`src/rtl/wave_mixer.sv`:
```
// wave_mixer: mixes NUM_CHANNELS unsigned channel samples with per-channel
// programmable gain and a programmable post-shift, saturating to WAVE_DEPTH bits.
// A single multiplier is time-shared across the channels, one channel per cycle.
//
// Ports:
//   Clock        - system clock, all logic on posedge
//   Reset        - asynchronous active-low reset
//   BusAddress   - register address
//   BusWriteData - register write data
//   BusWrite     - write strobe
//   BusRead      - read strobe
//   BusReadData  - read data, registered, valid one cycle after BusRead
//   SampleTick   - one-cycle pulse starting a new mix
//   Waves        - packed channel samples, channel i at [i*WAVE_DEPTH +: WAVE_DEPTH]
//   Waveform     - mixed output, held between updates
//   SampleValid  - one-cycle pulse while Waveform shows a fresh result
//   Busy         - high while a mix is in progress
//
// Register map (offset from BASE_ADDR):
//   0..NUM_CHANNELS-1 GAIN[i]; NUM_CHANNELS CTRL {SHIFT[3:1], ENABLE[0]};
//   NUM_CHANNELS+1 STATUS {OVERRUN[2] W1C, CLIP[1] W1C, BUSY[0] RO}.
module wave_mixer #(
  parameter int unsigned WAVE_DEPTH   = 8,
  parameter int unsigned NUM_CHANNELS = 4,
  parameter int unsigned GAIN_WIDTH   = 8,
  parameter logic [15:0] BASE_ADDR    = 16'h0100
) (
  input  logic                               Clock,
  input  logic                               Reset,
  input  logic [15:0]                        BusAddress,
  input  logic [7:0]                         BusWriteData,
  input  logic                               BusWrite,
  input  logic                               BusRead,
  output logic [7:0]                         BusReadData,
  input  logic                               SampleTick,
  input  logic [NUM_CHANNELS*WAVE_DEPTH-1:0] Waves,
  output logic [WAVE_DEPTH-1:0]              Waveform,
  output logic                               SampleValid,
  output logic                               Busy
);

  localparam int unsigned ChW     = (NUM_CHANNELS > 1) ? $clog2(NUM_CHANNELS) : 1;
  localparam int unsigned ProdW   = WAVE_DEPTH + GAIN_WIDTH;
  // Sized so the sum of all full-scale products cannot wrap.
  localparam int unsigned AccW    = WAVE_DEPTH + GAIN_WIDTH + $clog2(NUM_CHANNELS) + 1;
  // Only the low byte of a wider gain register is bus-visible.
  localparam int unsigned AccessW = (GAIN_WIDTH < 8) ? GAIN_WIDTH : 8;
  localparam logic [GAIN_WIDTH-1:0] GainReset = GAIN_WIDTH'(1) << (GAIN_WIDTH - 1);
  localparam logic [ChW-1:0]        LastCh    = ChW'(NUM_CHANNELS - 1);

  typedef enum logic [1:0] {StIdle, StAccum, StOutput} state_e;

  state_e                  state_q, state_d;
  logic [ChW-1:0]          ch_q, ch_d;
  logic [AccW-1:0]         acc_q, acc_d;
  logic [WAVE_DEPTH-1:0]   wave_snap_q [NUM_CHANNELS];
  logic [GAIN_WIDTH-1:0]   gain_snap_q [NUM_CHANNELS];
  logic [2:0]              shift_snap_q;
  logic [WAVE_DEPTH-1:0]   wave_q;

  logic [GAIN_WIDTH-1:0]   gain_q [NUM_CHANNELS];
  logic                    enable_q;
  logic [2:0]              shift_q;
  logic                    clip_q, overrun_q;
  logic [7:0]              rdata_q;

  logic                    start, finish;
  logic [ProdW-1:0]        product;
  logic [AccW-1:0]         acc_sum, mix_shifted;
  logic                    mix_clip;
  logic [WAVE_DEPTH-1:0]   mix_sat;

  logic [15:0]             offset;
  logic [NUM_CHANNELS-1:0] gain_sel;
  logic                    ctrl_sel, status_sel;
  logic [7:0]              read_value;

  // Address decode
  always_comb begin
    offset     = BusAddress - BASE_ADDR;
    ctrl_sel   = (offset == 16'(NUM_CHANNELS));
    status_sel = (offset == 16'(NUM_CHANNELS + 1));
    for (int i = 0; i < NUM_CHANNELS; i++) begin
      gain_sel[i] = (offset == 16'(i));
    end
  end

  always_comb begin
    read_value = '0;
    for (int i = 0; i < NUM_CHANNELS; i++) begin
      if (gain_sel[i]) read_value = 8'(gain_q[i][AccessW-1:0]);
    end
    if (ctrl_sel)   read_value = {4'b0, shift_q, enable_q};
    if (status_sel) read_value = {5'b0, overrun_q, clip_q, Busy};
  end

  // Shared multiply-accumulate; acc_sum already includes the current channel so the
  // final result can be registered on the edge that leaves the last ACCUM cycle.
  always_comb begin
    product     = ProdW'(wave_snap_q[ch_q]) * ProdW'(gain_snap_q[ch_q]);
    acc_sum     = acc_q + AccW'(product);
    mix_shifted = acc_sum >> (AccW'(GAIN_WIDTH - 1) + AccW'(shift_snap_q));
    mix_clip    = |(mix_shifted >> WAVE_DEPTH);
    mix_sat     = mix_clip ? '1 : mix_shifted[WAVE_DEPTH-1:0];
  end

  always_comb begin
    state_d = state_q;
    ch_d    = ch_q;
    acc_d   = acc_q;
    start   = 1'b0;
    finish  = 1'b0;
    unique case (state_q)
      StIdle: begin
        if (SampleTick && enable_q) begin
          start   = 1'b1;
          acc_d   = '0;
          ch_d    = '0;
          state_d = StAccum;
        end
      end
      StAccum: begin
        acc_d = acc_sum;
        ch_d  = ch_q + 1'b1;
        if (ch_q == LastCh) begin
          finish  = 1'b1;
          state_d = StOutput;
        end
      end
      StOutput: state_d = StIdle;
      default:  state_d = StIdle;
    endcase
  end

  assign Busy        = (state_q != StIdle);
  assign SampleValid = (state_q == StOutput);
  assign Waveform    = wave_q;
  assign BusReadData = rdata_q;

  always_ff @(posedge Clock or negedge Reset) begin
    if (!Reset) begin
      state_q      <= StIdle;
      ch_q         <= '0;
      acc_q        <= '0;
      shift_snap_q <= '0;
      wave_q       <= '0;
      for (int i = 0; i < NUM_CHANNELS; i++) begin
        wave_snap_q[i] <= '0;
        gain_snap_q[i] <= '0;
      end
    end else begin
      state_q <= state_d;
      ch_q    <= ch_d;
      acc_q   <= acc_d;
      if (start) begin
        shift_snap_q <= shift_q;
        for (int i = 0; i < NUM_CHANNELS; i++) begin
          wave_snap_q[i] <= Waves[i*WAVE_DEPTH +: WAVE_DEPTH];
          gain_snap_q[i] <= gain_q[i];
        end
      end
      if (finish) wave_q <= mix_sat;
    end
  end

  // Register block; sticky sets take priority over a same-cycle W1C.
  always_ff @(posedge Clock or negedge Reset) begin
    if (!Reset) begin
      enable_q  <= 1'b0;
      shift_q   <= '0;
      clip_q    <= 1'b0;
      overrun_q <= 1'b0;
      rdata_q   <= '0;
      for (int i = 0; i < NUM_CHANNELS; i++) gain_q[i] <= GainReset;
    end else begin
      if (BusRead) rdata_q <= read_value;
      if (BusWrite) begin
        for (int i = 0; i < NUM_CHANNELS; i++) begin
          if (gain_sel[i]) gain_q[i][AccessW-1:0] <= BusWriteData[AccessW-1:0];
        end
        if (ctrl_sel) begin
          enable_q <= BusWriteData[0];
          shift_q  <= BusWriteData[3:1];
        end
      end
      clip_q    <= (finish && mix_clip) ||
                   (clip_q && !(BusWrite && status_sel && BusWriteData[1]));
      overrun_q <= (SampleTick && Busy) ||
                   (overrun_q && !(BusWrite && status_sel && BusWriteData[2]));
    end
  end

endmodule
```
`config.mk`:
```
export PLATFORM = sky130hd
export DESIGN_NAME = wave_mixer
export DESIGN_NICKNAME = d
export VERILOG_FILES = /design/src/rtl/wave_mixer.sv
export SDC_FILE = /design/constraint.sdc
export NUM_CORES = 1
export LEC_CHECK = 0
export BUFFER_PORTS_ARGS = -buffer_cell sky130_fd_sc_hd__buf_2
export CAP_MARGIN = 10
export CORE_MARGIN = 1.5
export CORE_UTILIZATION = 45
export CTS_CLUSTER_SIZE = 30
export DETAILED_ROUTE_END_ITERATION = 6
export GPL_TIMING_DRIVEN = 0
export HOLD_SLACK_MARGIN = 0.03
export PLACE_DENSITY_LB_ADDON = 0.08
export REMOVE_ABC_BUFFERS = 1
export SLEW_MARGIN = 20
export SYNTH_ARGS = -nofsm -noshare
export SYNTH_HDL_FRONTEND = slang
export SYNTH_SLANG_ARGS = --single-unit
```
`constraint.sdc`:
```
create_clock -name Clock -period 7.46 [get_ports Clock]
set_clock_uncertainty 0.15 [all_clocks]
set_input_delay 1.119 -clock Clock [delete_from_list [all_inputs] [get_ports Clock]]
set_output_delay 1.119 -clock Clock [all_outputs]
set_load 0.1 [all_outputs]
```
==> flow_summary.toml <==
[outcome]
status = "completed"

[logic_synthesis]
yosys_warnings = 0
ys_types = 68
ys_ff_latch = 144
synthArstFlopShare = 1.00
syn-cell-area_sq_um = 9390
synth-edff-count = 0
synthCells = 966
yosysSeqAreaShare = 0.384
ys_top_cells_by_area = "dfrtp_1 37%, fa_1 11%, nand2_1 10%"
synthFlopType = "dfrtp_1"
yosys.area.top_type = "dfrtp_1"
synth_top_area_share = 0.373
syn_area_per_cell_sq_um = 9.72

[die]
initial_core_util = 0.461
core_sq_um = 20400
die_area_sq_um = 21700
dieWidth_um = 147
top_level_ports = 79
die_height_um = 147
placementRows = 52

[setup_path]
end_kind = "flop"
worstPathMaxFanout = 19
crit_slowest_cell = "dfrtp_2"
reg2reg_slack_ns = 0.72
critical_path.endpoint = "Waveform[0]$_DFFE_PN0P_"
crit_start = "ch_q[0]$_DFFE_PN0P_"
r2r_cells = 17
setup.worst_path.start_class = "flop"
crit_chain = "mux4_2 > and2_1 > fa_1 > fa_1 > fa_1 > inv_1 > fa_1 > inv_1 > ha_1 > o21ai_1 > nor2_1 > a211oi_2 > o21ai_1 > xnor2_1 > o2111ai_2 > nor4_1 > nor3_1"
cp.arrival_ns = 6.88
path_buf_inv = 2
path_depth = 17
regToRegStartpoint = "ch_q[0]$_DFFE_PN0P_"
crit_family = "adder cells"
crit_type = "reg -> reg"
crit_required_ns = 7.61
max_stage_delay_ns = 0.80
r2r-end = "Waveform[0]$_DFFE_PN0P_"
cp_common_cell = "fa_1"

[sta]
tightestPinTransition_ns = 0.949
max-slew-margin-rel = 0.367
max_freq_mhz = 148
final_max_slew_viol_count = 0
final.setup.worst_slack_ns = 0.724
rsz0062_at_grt = "false"
hold_viol = 0
period_needed_ns = 6.74
fin_setup_tns_ns = 0
period_share = 0.903
setup_viol_count_final = 0

[clock_tree]
clockBufferDepth = 2
cts_hold_buf = 0
cts.sinks = 144
htreeDepth = 4
cts-buffers-inserted = 17
clk_pin_slew_ns = 0.06
clockRootBuffer = "clkbuf_16"
post_cts_resized = 0
clock_latency_ns = 0.43
cts_setup_buffers = 0
cts_tree = "built"

[power_and_ir_drop]
p_sw_frac = 0.248
ir_worst_vdd_mv = 0.173
power.leakage_uw = 0.00539
clkPwrFrac = 0.500
intPower_uw = 1420
p_comb_frac = 0.078
power_density_nw_per_um2 = 176
p_sw_uw = 469
seq_power_share = 0.423

[global_routing]
grt.overflow.total = 0
grt_pass1_wl_um = 36800
grt_pass1_vias = 7098
grt_usage = 0.214
grt_max_degree = 90
antenna_found_initial = 0

[cells_and_area]
syn_to_final_growth_pct = 14.2
layout-drive-gt1-share = 0.200
fillers = 1919
nNetsFinal = 1181
fin_util = 0.526
n_antenna_cell = 0
multi_input_area_sq_um = 5240
stdcell_area_sq_um = 10700
seq_area_sq_um = 3610

[placed_design]
io_buffers = 78
dpl_cell_area_sq_um = 10100
gp_congestion = 0.809
dp_slack_ns = 0.742
dpl.hpwl_um = 15200

[routing]
routed_via_density = 5.20
wirelength_um = 21600
first_iter_violations = 328
vias = 6813
first_pass_iters = 4
drc = 0
routedWlPerCell_um = 16.5
ant_nets = 0

[job]
cap_violations = 0

[min_path]
whs_path_depth = 2
hp-class = "reg -> reg"
[cell usage in the layout (no fill, tap or decap), types with 3 or more instances in the layout]
cell       synthesis  routed
o22ai_1            4       4
inv_1            106     106
nor4_1             5       5
mux2i_1            6       6
mux4_2            23      23
ha_1              42      42
nand4_1            6       6
a22o_1             4       4
fa_1              50      50
buf_2              6      77
a32oi_1            5       5
dfrtp_1          140     139
clkinv_4           0       3
nor2_1            31      31
mux2_2            44      44
o31ai_1            7       7
or2_2              3       3
nand2_1          262     262
xnor2_1           10      10
nand3b_1           3       3
and2_1            37      37
bufinv_16          0       4
nand2b_1           3       3
nor3_1             7       7
o21ai_0           26      26
o21a_1             3       3
a211oi_2           3       3
dfstp_2            4       4
a21oi_1           20      20
clkbuf_16          0      17
nand3_1           21      20
[tightest hold or removal path, cell delays in order, from the launching register on]
cell	delay, ns
dfrtp_1	0.34
nand2_1	0.05
nand2_1	0.05
[per-stage QoR]
stage	std cells	power, uW	hold WS [ns]
floorplan	927	898	0.290
global placement	1275	960	0.305
detailed placement	1279	964	0.308
CTS	1311	1910	0.323
global route	1311	1960	0.336
finish	1311	1890	0.318
[synth_stat cells, types with 10 or more instances]
| master | n |
|---|---|
| nand2_1 | 262 |
| dfrtp_1 | 140 |
| inv_1 | 106 |
| fa_1 | 50 |
| mux2_2 | 44 |
| ha_1 | 42 |
| and2_1 | 37 |
| nor2_1 | 31 |
| clkbuf_1 | 26 |
| o21ai_0 | 26 |
| mux4_2 | 23 |
| nand3_1 | 21 |
| a21oi_1 | 20 |
| xnor2_1 | 10 |
[logic make-up (layout without fill, tap and decap cells)]
logic type,after synthesis,count (layout),share of synthesized area
simple gates,399,399,0.193
buf+inv,146,221,0.0592
compound gates,100,100,0.0739
mux,73,73,0.114
fa+ha+maj,92,92,0.163
xor+xnor,12,12,0.0120
flops,144,144,0.384
[power groups by stage]
stage / registers (uW) / logic (uW) / clock network [uW]
2_1_floorplan: 820 / 77.5 / 0
3_3_place_gp: 815 / 145 / 0
3_5_place_dp: 815 / 149 / 0
4_1_cts: 800 / 149 / 962
5_1_grt: 802 / 166 / 993
6_report: 800 / 147 / 945
[per-layer routing]
layer,GRT usage,wire [um],part of all wire
met1,0.298,10400,0.48
met2,0.351,10400,0.48
met3,0.0358,579,0.027
met4,0.0550,213,0.0099
met5,0,0,0
[flip-flops by register name (all words and copies together) (netlist names)]
| name | flops |
|---|---|
| gain_snap_q | 32 |
| clip_q | 1 |
| state_q | 2 |
| shift_snap_q | 3 |
| gain_q | 32 |
| shift_q | 3 |
| BusReadData | 8 |
| ch_q | 2 |
| wave_snap_q | 32 |
| acc_q | 19 |
| Waveform | 8 |
| overrun_q | 1 |
| enable_q | 1 |
[worst min-delay path by stage]
stage / startpoint / endpoint / slack (ns)
finish: gain_snap_q[18]$_DFFE_PN0P_ / gain_snap_q[18]$_DFFE_PN0P_ / 0.32
global route: gain_snap_q[0]$_DFFE_PN0P_ / gain_snap_q[0]$_DFFE_PN0P_ / 0.34
CTS: gain_snap_q[18]$_DFFE_PN0P_ / gain_snap_q[18]$_DFFE_PN0P_ / 0.32
detailed placement: gain_snap_q[18]$_DFFE_PN0P_ / gain_snap_q[18]$_DFFE_PN0P_ / 0.31
global placement: gain_snap_q[7]$_DFFE_PN0P_ / gain_snap_q[7]$_DFFE_PN0P_ / 0.30
floorplan: wave_snap_q[10]$_DFFE_PN0P_ / wave_snap_q[10]$_DFFE_PN0P_ / 0.29
[layout make-up]
cell class	instances	share of cell area
clock buffers	19	0.0413
clock inverters	13	0.0188
inverters	107	0.0375
multi-input cells	676	0.489
flip-flops and latches	144	0.337
well taps	270	0.0315
repair buffers	82	0.0454
(Power assumes the default switching activity.)
